--- src/rtl/count_capture_pkg.sv ---
// Shared types and default sizing for the counter snapshot/serialiser block.
package count_capture_pkg;

    localparam int unsigned DEF_WIDTH = 32;
    localparam int unsigned DEF_DEPTH = 4;

    typedef enum logic {
        IDLE  = 1'b0,
        SHIFT = 1'b1
    } state_t;

endpackage

--- src/rtl/count_fifo.sv ---
// Snapshot FIFO with first-word fall-through read; write and read may share an edge when full.
module count_fifo
    import count_capture_pkg::*;
#(
    parameter int unsigned WIDTH = DEF_WIDTH,
    parameter int unsigned DEPTH = DEF_DEPTH
) (
    input  logic                     clk,
    input  logic                     reset,
    input  logic                     wr_en,
    input  logic [WIDTH-1:0]         wr_data,
    input  logic                     rd_en,
    output logic [WIDTH-1:0]         rd_data,
    output logic [$clog2(DEPTH):0]   level
);

    localparam int unsigned AW = $clog2(DEPTH);
    localparam int unsigned LW = AW + 1;

    logic [WIDTH-1:0] r_mem [DEPTH];
    logic [AW-1:0]    r_wr_ptr;
    logic [AW-1:0]    r_rd_ptr;
    logic [LW-1:0]    r_level;
    logic             w_rd;
    logic             w_wr;

    // A full FIFO still accepts a write when the head leaves on the same edge.
    assign w_rd = rd_en && (r_level != '0);
    assign w_wr = wr_en && ((r_level != LW'(DEPTH)) || w_rd);

    always_ff @(posedge clk) begin
        if (w_wr) begin
            r_mem[r_wr_ptr] <= wr_data;
        end
    end

    always_ff @(posedge clk or posedge reset) begin
        if (reset) begin
            r_wr_ptr <= '0;
            r_rd_ptr <= '0;
            r_level  <= '0;
        end else begin
            if (w_wr) begin
                r_wr_ptr <= r_wr_ptr + AW'(1);
            end
            if (w_rd) begin
                r_rd_ptr <= r_rd_ptr + AW'(1);
            end
            r_level <= r_level + LW'(w_wr) - LW'(w_rd);
        end
    end

    assign rd_data = r_mem[r_rd_ptr];
    assign level   = r_level;

endmodule

--- src/rtl/count_capture.sv ---
// Captures counter snapshots into a FIFO and streams each word out MSB first over a valid/ready bit link.
module count_capture
    import count_capture_pkg::*;
#(
    parameter int unsigned WIDTH = DEF_WIDTH,
    parameter int unsigned DEPTH = DEF_DEPTH
) (
    input  logic                     clk,
    input  logic                     reset,
    input  logic [WIDTH-1:0]         count_in,
    input  logic                     capture,
    input  logic                     ser_ready,
    output logic                     ser_valid,
    output logic                     ser_data,
    output logic                     ser_last,
    output logic [$clog2(DEPTH):0]   fifo_level,
    output logic                     overflow,
    input  logic                     clr_ovf
);

    localparam int unsigned LW = $clog2(DEPTH) + 1;
    localparam int unsigned CW = (WIDTH > 1) ? $clog2(WIDTH) : 1;

    state_t           r_state;
    state_t           w_state_nxt;
    logic [WIDTH-1:0] r_shift;
    logic [WIDTH-1:0] w_shift_nxt;
    logic [CW-1:0]    r_cnt;
    logic [CW-1:0]    w_cnt_nxt;
    logic             r_valid;
    logic             w_valid_nxt;
    logic             r_last;
    logic             w_last_nxt;
    logic             r_ovf;
    logic             w_pop;
    logic             w_wr;
    logic             w_full;
    logic             w_drop;
    logic [WIDTH-1:0] w_head;
    logic [LW-1:0]    w_level;

    count_fifo #(
        .WIDTH (WIDTH),
        .DEPTH (DEPTH)
    ) u_fifo (
        .clk     (clk),
        .reset   (reset),
        .wr_en   (w_wr),
        .wr_data (count_in),
        .rd_en   (w_pop),
        .rd_data (w_head),
        .level   (w_level)
    );

    assign w_full = (w_level == LW'(DEPTH));
    assign w_wr   = capture && (!w_full || w_pop);
    assign w_drop = capture && w_full && !w_pop;

    always_ff @(posedge clk or posedge reset) begin
        if (reset) begin
            r_state <= IDLE;
        end else begin
            r_state <= w_state_nxt;
        end
    end

    // Next state plus next values of the registered serial outputs.
    always_comb begin
        w_state_nxt = r_state;
        w_pop       = 1'b0;
        w_shift_nxt = r_shift;
        w_cnt_nxt   = r_cnt;
        w_valid_nxt = r_valid;
        w_last_nxt  = r_last;
        case (r_state)
            IDLE: begin
                w_valid_nxt = 1'b0;
                w_last_nxt  = 1'b0;
                if (w_level != '0) begin
                    w_pop       = 1'b1;
                    w_shift_nxt = w_head;
                    w_cnt_nxt   = CW'(WIDTH - 1);
                    w_valid_nxt = 1'b1;
                    w_last_nxt  = (WIDTH == 1);
                    w_state_nxt = SHIFT;
                end
            end
            SHIFT: begin
                if (r_valid && ser_ready) begin
                    w_shift_nxt = r_shift << 1;
                    if (r_cnt == '0) begin
                        w_valid_nxt = 1'b0;
                        w_last_nxt  = 1'b0;
                        w_state_nxt = IDLE;
                    end else begin
                        w_cnt_nxt  = r_cnt - CW'(1);
                        w_last_nxt = (r_cnt == CW'(1));
                    end
                end
            end
            default: begin
                w_state_nxt = IDLE;
            end
        endcase
    end

    always_ff @(posedge clk or posedge reset) begin
        if (reset) begin
            r_shift <= '0;
            r_cnt   <= '0;
            r_valid <= 1'b0;
            r_last  <= 1'b0;
        end else begin
            r_shift <= w_shift_nxt;
            r_cnt   <= w_cnt_nxt;
            r_valid <= w_valid_nxt;
            r_last  <= w_last_nxt;
        end
    end

    // Sticky drop flag; a drop on the same edge as a clear keeps it set.
    always_ff @(posedge clk or posedge reset) begin
        if (reset) begin
            r_ovf <= 1'b0;
        end else if (w_drop) begin
            r_ovf <= 1'b1;
        end else if (clr_ovf) begin
            r_ovf <= 1'b0;
        end
    end

    assign ser_valid  = r_valid;
    assign ser_data   = r_shift[WIDTH-1];
    assign ser_last   = r_last;
    assign fifo_level = w_level;
    assign overflow   = r_ovf;

endmodule

--- config.mk ---
export PLATFORM = sky130hd
export DESIGN_NAME = count_capture
export DESIGN_NICKNAME = d
export VERILOG_FILES = /design/src/rtl/count_capture_pkg.sv /design/src/rtl/count_fifo.sv /design/src/rtl/count_capture.sv
export SDC_FILE = /design/constraint.sdc
export NUM_CORES = 1
export LEC_CHECK = 0
export CAP_MARGIN = 20
export CORE_MARGIN = 10
export CORE_UTILIZATION = 55
export DETAILED_ROUTE_END_ITERATION = 12
export PLACE_DENSITY = 0.71
export SLEW_MARGIN = 15
export SYNTH_ARGS = -nofsm -noshare
export SYNTH_HDL_FRONTEND = slang
export SYNTH_SLANG_ARGS = --single-unit
export TNS_END_PERCENT = 100
--- constraint.sdc ---
create_clock -name clk -period 5.1 [get_ports clk]
set_clock_uncertainty 0.15 [all_clocks]
set_input_delay 0.765 -clock clk [delete_from_list [all_inputs] [get_ports clk]]
set_output_delay 0.765 -clock clk [all_outputs]
set_load 0.01 [all_outputs]
==> flow_summary.json <==
{
  "cts_hold_buf": 0,
  "p_per_area_nw_per_um2": 440,
  "multi_input_area_sq_um": 1800,
  "syn_inst": 399,
  "hold_violations": 0,
  "crit_type": "input port to flip-flop",
  "root_buffer": "clkbuf_16",
  "layout_commonest_cell": "edfxtp_1",
  "ant_nets": 0,
  "power_leakage_nw": 2.88,
  "clock_latency_ps": 420,
  "ys_types": 41,
  "r2r_slack_ps": 2510,
  "pre_cts_ws_ps": 1970,
  "synthesis.nets": 446,
  "drv_slew": 0,
  "post-cts-setup-buffers": 0,
  "synthArstFlopShare_pct": 27.3,
  "power_frac_seq_pct": 51.3,
  "gp_congestion": 0.739,
  "drtIter0Drc": 248,
  "drive_above_1_share_pct": 17.3,
  "setup_viol": 0,
  "post-route-worst-setup-slack_ps": 2320,
  "nets": 491,
  "io_buffers": 43,
  "grt_overflow_total": 0,
  "ir_worst_vdd_v": 0.000308,
  "mappedNetlistArea_sq_um": 7050,
  "syn_area_per_cell_sq_um": 17.7,
  "drc": 0,
  "drt-total-wl_um": 12900,
  "slew_headroom_pct": 41.5,
  "synthFlopType": "edfxtp_1",
  "holdWs_ps": 341,
  "crit_fanout": 31,
  "hp-start": "r_shift[2]",
  "period_share_pct": 54.4,
  "rsz0062_at_grt": "false",
  "worstSetupEndpoint": "r_shift[31]",
  "clock_path_buffers": 2,
  "maxCapViolations": 0,
  "cts.sinks": 176,
  "reg2reg_depth": 9,
  "switching_share_pct": 23.6,
  "vias": 3732,
  "ctsResizeCount": 0,
  "via_per_inst": 5.93,
  "p_total_mw": 3.63,
  "initial_core_util_pct": 56.1,
  "setup_tns_ps": 0,
  "cts.clk_slew.worst_paths_ps": 60,
  "grt_antenna_before_repair": 0,
  "wl_per_cell_um": 20.6,
  "yosysSeqAreaShare_pct": 71.5,
  "end_kind": "flip-flop",
  "worstMarginPinSlew_ps": 878,
  "detail_route.first_pass.iterations": 4,
  "p_int_mw": 2.77,
  "syn2layout_area_growth_pct": 16.9,
  "synth_edf_count": 128,
  "rows": 41,
  "arrival_ps": 2960,
  "fillers": 848,
  "crit_path_start_kind": "input port",
  "fin_crit_ps": 2780,
  "grt_usage_pct": 15.4,
  "min_path_type": "flip-flop to flip-flop",
  "max_freq_ghz": 0.360,
  "grt_pass1_vias": 3923,
  "yosys_warnings": 0,
  "hpwl_um": 7660,
  "layout_common_cells": "128 x edfxtp_1, 46 x dfrtp_1, 43 x clkdlybuf4s50_1",
  "reg2reg_to": "u_fifo.level[2]",
  "cts_buffers": 17,
  "comb_power_share_pct": 11.8,
  "p_switching_mw": 0.856,
  "htreeDepth": 4,
  "crit_start": "ser_ready",
  "clkPwrFrac_pct": 37.0,
  "num_io_pins": 44,
  "core_sq_um": 12600,
  "ys_ff_latch": 176,
  "sequential_cell_area_sq_um": 5050,
  "cts_tree": "yes",
  "critical_path_required_ps": 5290,
  "status": "finished, final reports clean",
  "diodes": 0,
  "die_h_um": 133,
  "dieArea_sq_um": 17800,
  "die_w_um": 133,
  "grt_max_degree": 49,
  "r2r-start": "u_fifo.level[1]",
  "grt_pass1_wl_um": 21300
}
-- stage by stage --
| stage | cells | area, sq um | utilization [%] |
|---|---|---|---|
| floorplan | 399 | 7050 | - |
| global placement | 596 | 7610 | 60.5 |
| detailed placement | 596 | 7610 | 60.5 |
| CTS | 628 | 8220 | 65.4 |
| global route | 629 | 8240 | 65.6 |
| finish | 629 | 8240 | 65.6 |
-- layer usage --
metal | up-vias | global-route usage [%] | share of wire [%]
met1 | 1954 | 19.8 | 43
met5 | - | 0 | 0
met2 | 83 | 24.9 | 52
met4 | 0 | 5.20 | 1.3
li1 | 1681 | - | -
met3 | 14 | 4.17 | 4.1
-- state kept, by name, summed over array words and instances, names as in the netlist --
register,flops
u_fifo.r_mem,128
r_shift,32
r_cnt,5
u_fifo.level,3
u_fifo.r_rd_ptr,2
u_fifo.r_wr_ptr,2
overflow,1
r_state,1
ser_last,1
ser_valid,1
-- synthesized netlist by cell type (all sizes together) (3+ instances only) --
cell / number / area share (%)
a21oi: 3 / 0.37
a22oi: 31 / 3.3
and2: 4 / 0.35
buf: 18 / 1.8
clkbuf: 8 / 0.43
dfrtp: 48 / 17
edfxtp: 128 / 55
ha: 9 / 1.6
inv: 13 / 0.69
mux4: 32 / 10
nand2: 3 / 0.16
nand3: 5 / 0.35
nor2: 36 / 1.9
o21ai: 4 / 0.28
o2bb2ai: 31 / 3.9
xnor2: 4 / 0.50
-- critical path: stages --
cell and delay (ps):
clkdlybuf4s50_1 480, and3_1 500, buf_4 340, a21oi_4 660
o2bb2ai_1 200
-- power by group through the flow --
stage               Combinational [mW]  Clock, mW  Sequential, mW
finish                           0.428       1.34            1.86
floorplan                        0.252          0            1.88
detailed placement               0.436          0            1.89
global placement                 0.433          0            1.88
global route                     0.471       1.42            1.88
CTS                              0.437       1.36            1.86
-- worst min-delay path by stage --
| stage | slack [ps] | cells after the start | end |
|---|---|---|---|
| finish | 340 | 1 | r_shift[2] |
| global route | 350 | 1 | r_shift[24] |
| CTS | 340 | 1 | r_shift[24] |
| detailed placement | 330 | 1 | r_shift[10] |
| global placement | 320 | 1 | r_shift[19] |
| floorplan | 310 | 1 | r_shift[10] |
-- kinds of logic after synthesis --
family	count (synthesis)	share of synthesized area [%]
DFF	176	71.5
AOI/OAI and AO/OA	78	8.87
and+or+nand+nor	57	3.69
buffers and inverters	39	2.87
muxes	34	10.5
adders and majority gates	10	1.88
xor gates and xnor gates	5	0.621
-- layout make-up --
| type | instances | share of cell area (%) |
|---|---|---|
| clock buffer | 19 | 5.25 |
| clock inverter | 13 | 2.23 |
| inverter | 13 | 0.592 |
| multi-input combinational | 184 | 21.9 |
| sequential | 176 | 61.2 |
| tap | 172 | 2.61 |
| timing repair buffer | 52 | 6.19 |
(Power assumes the default switching activity.)
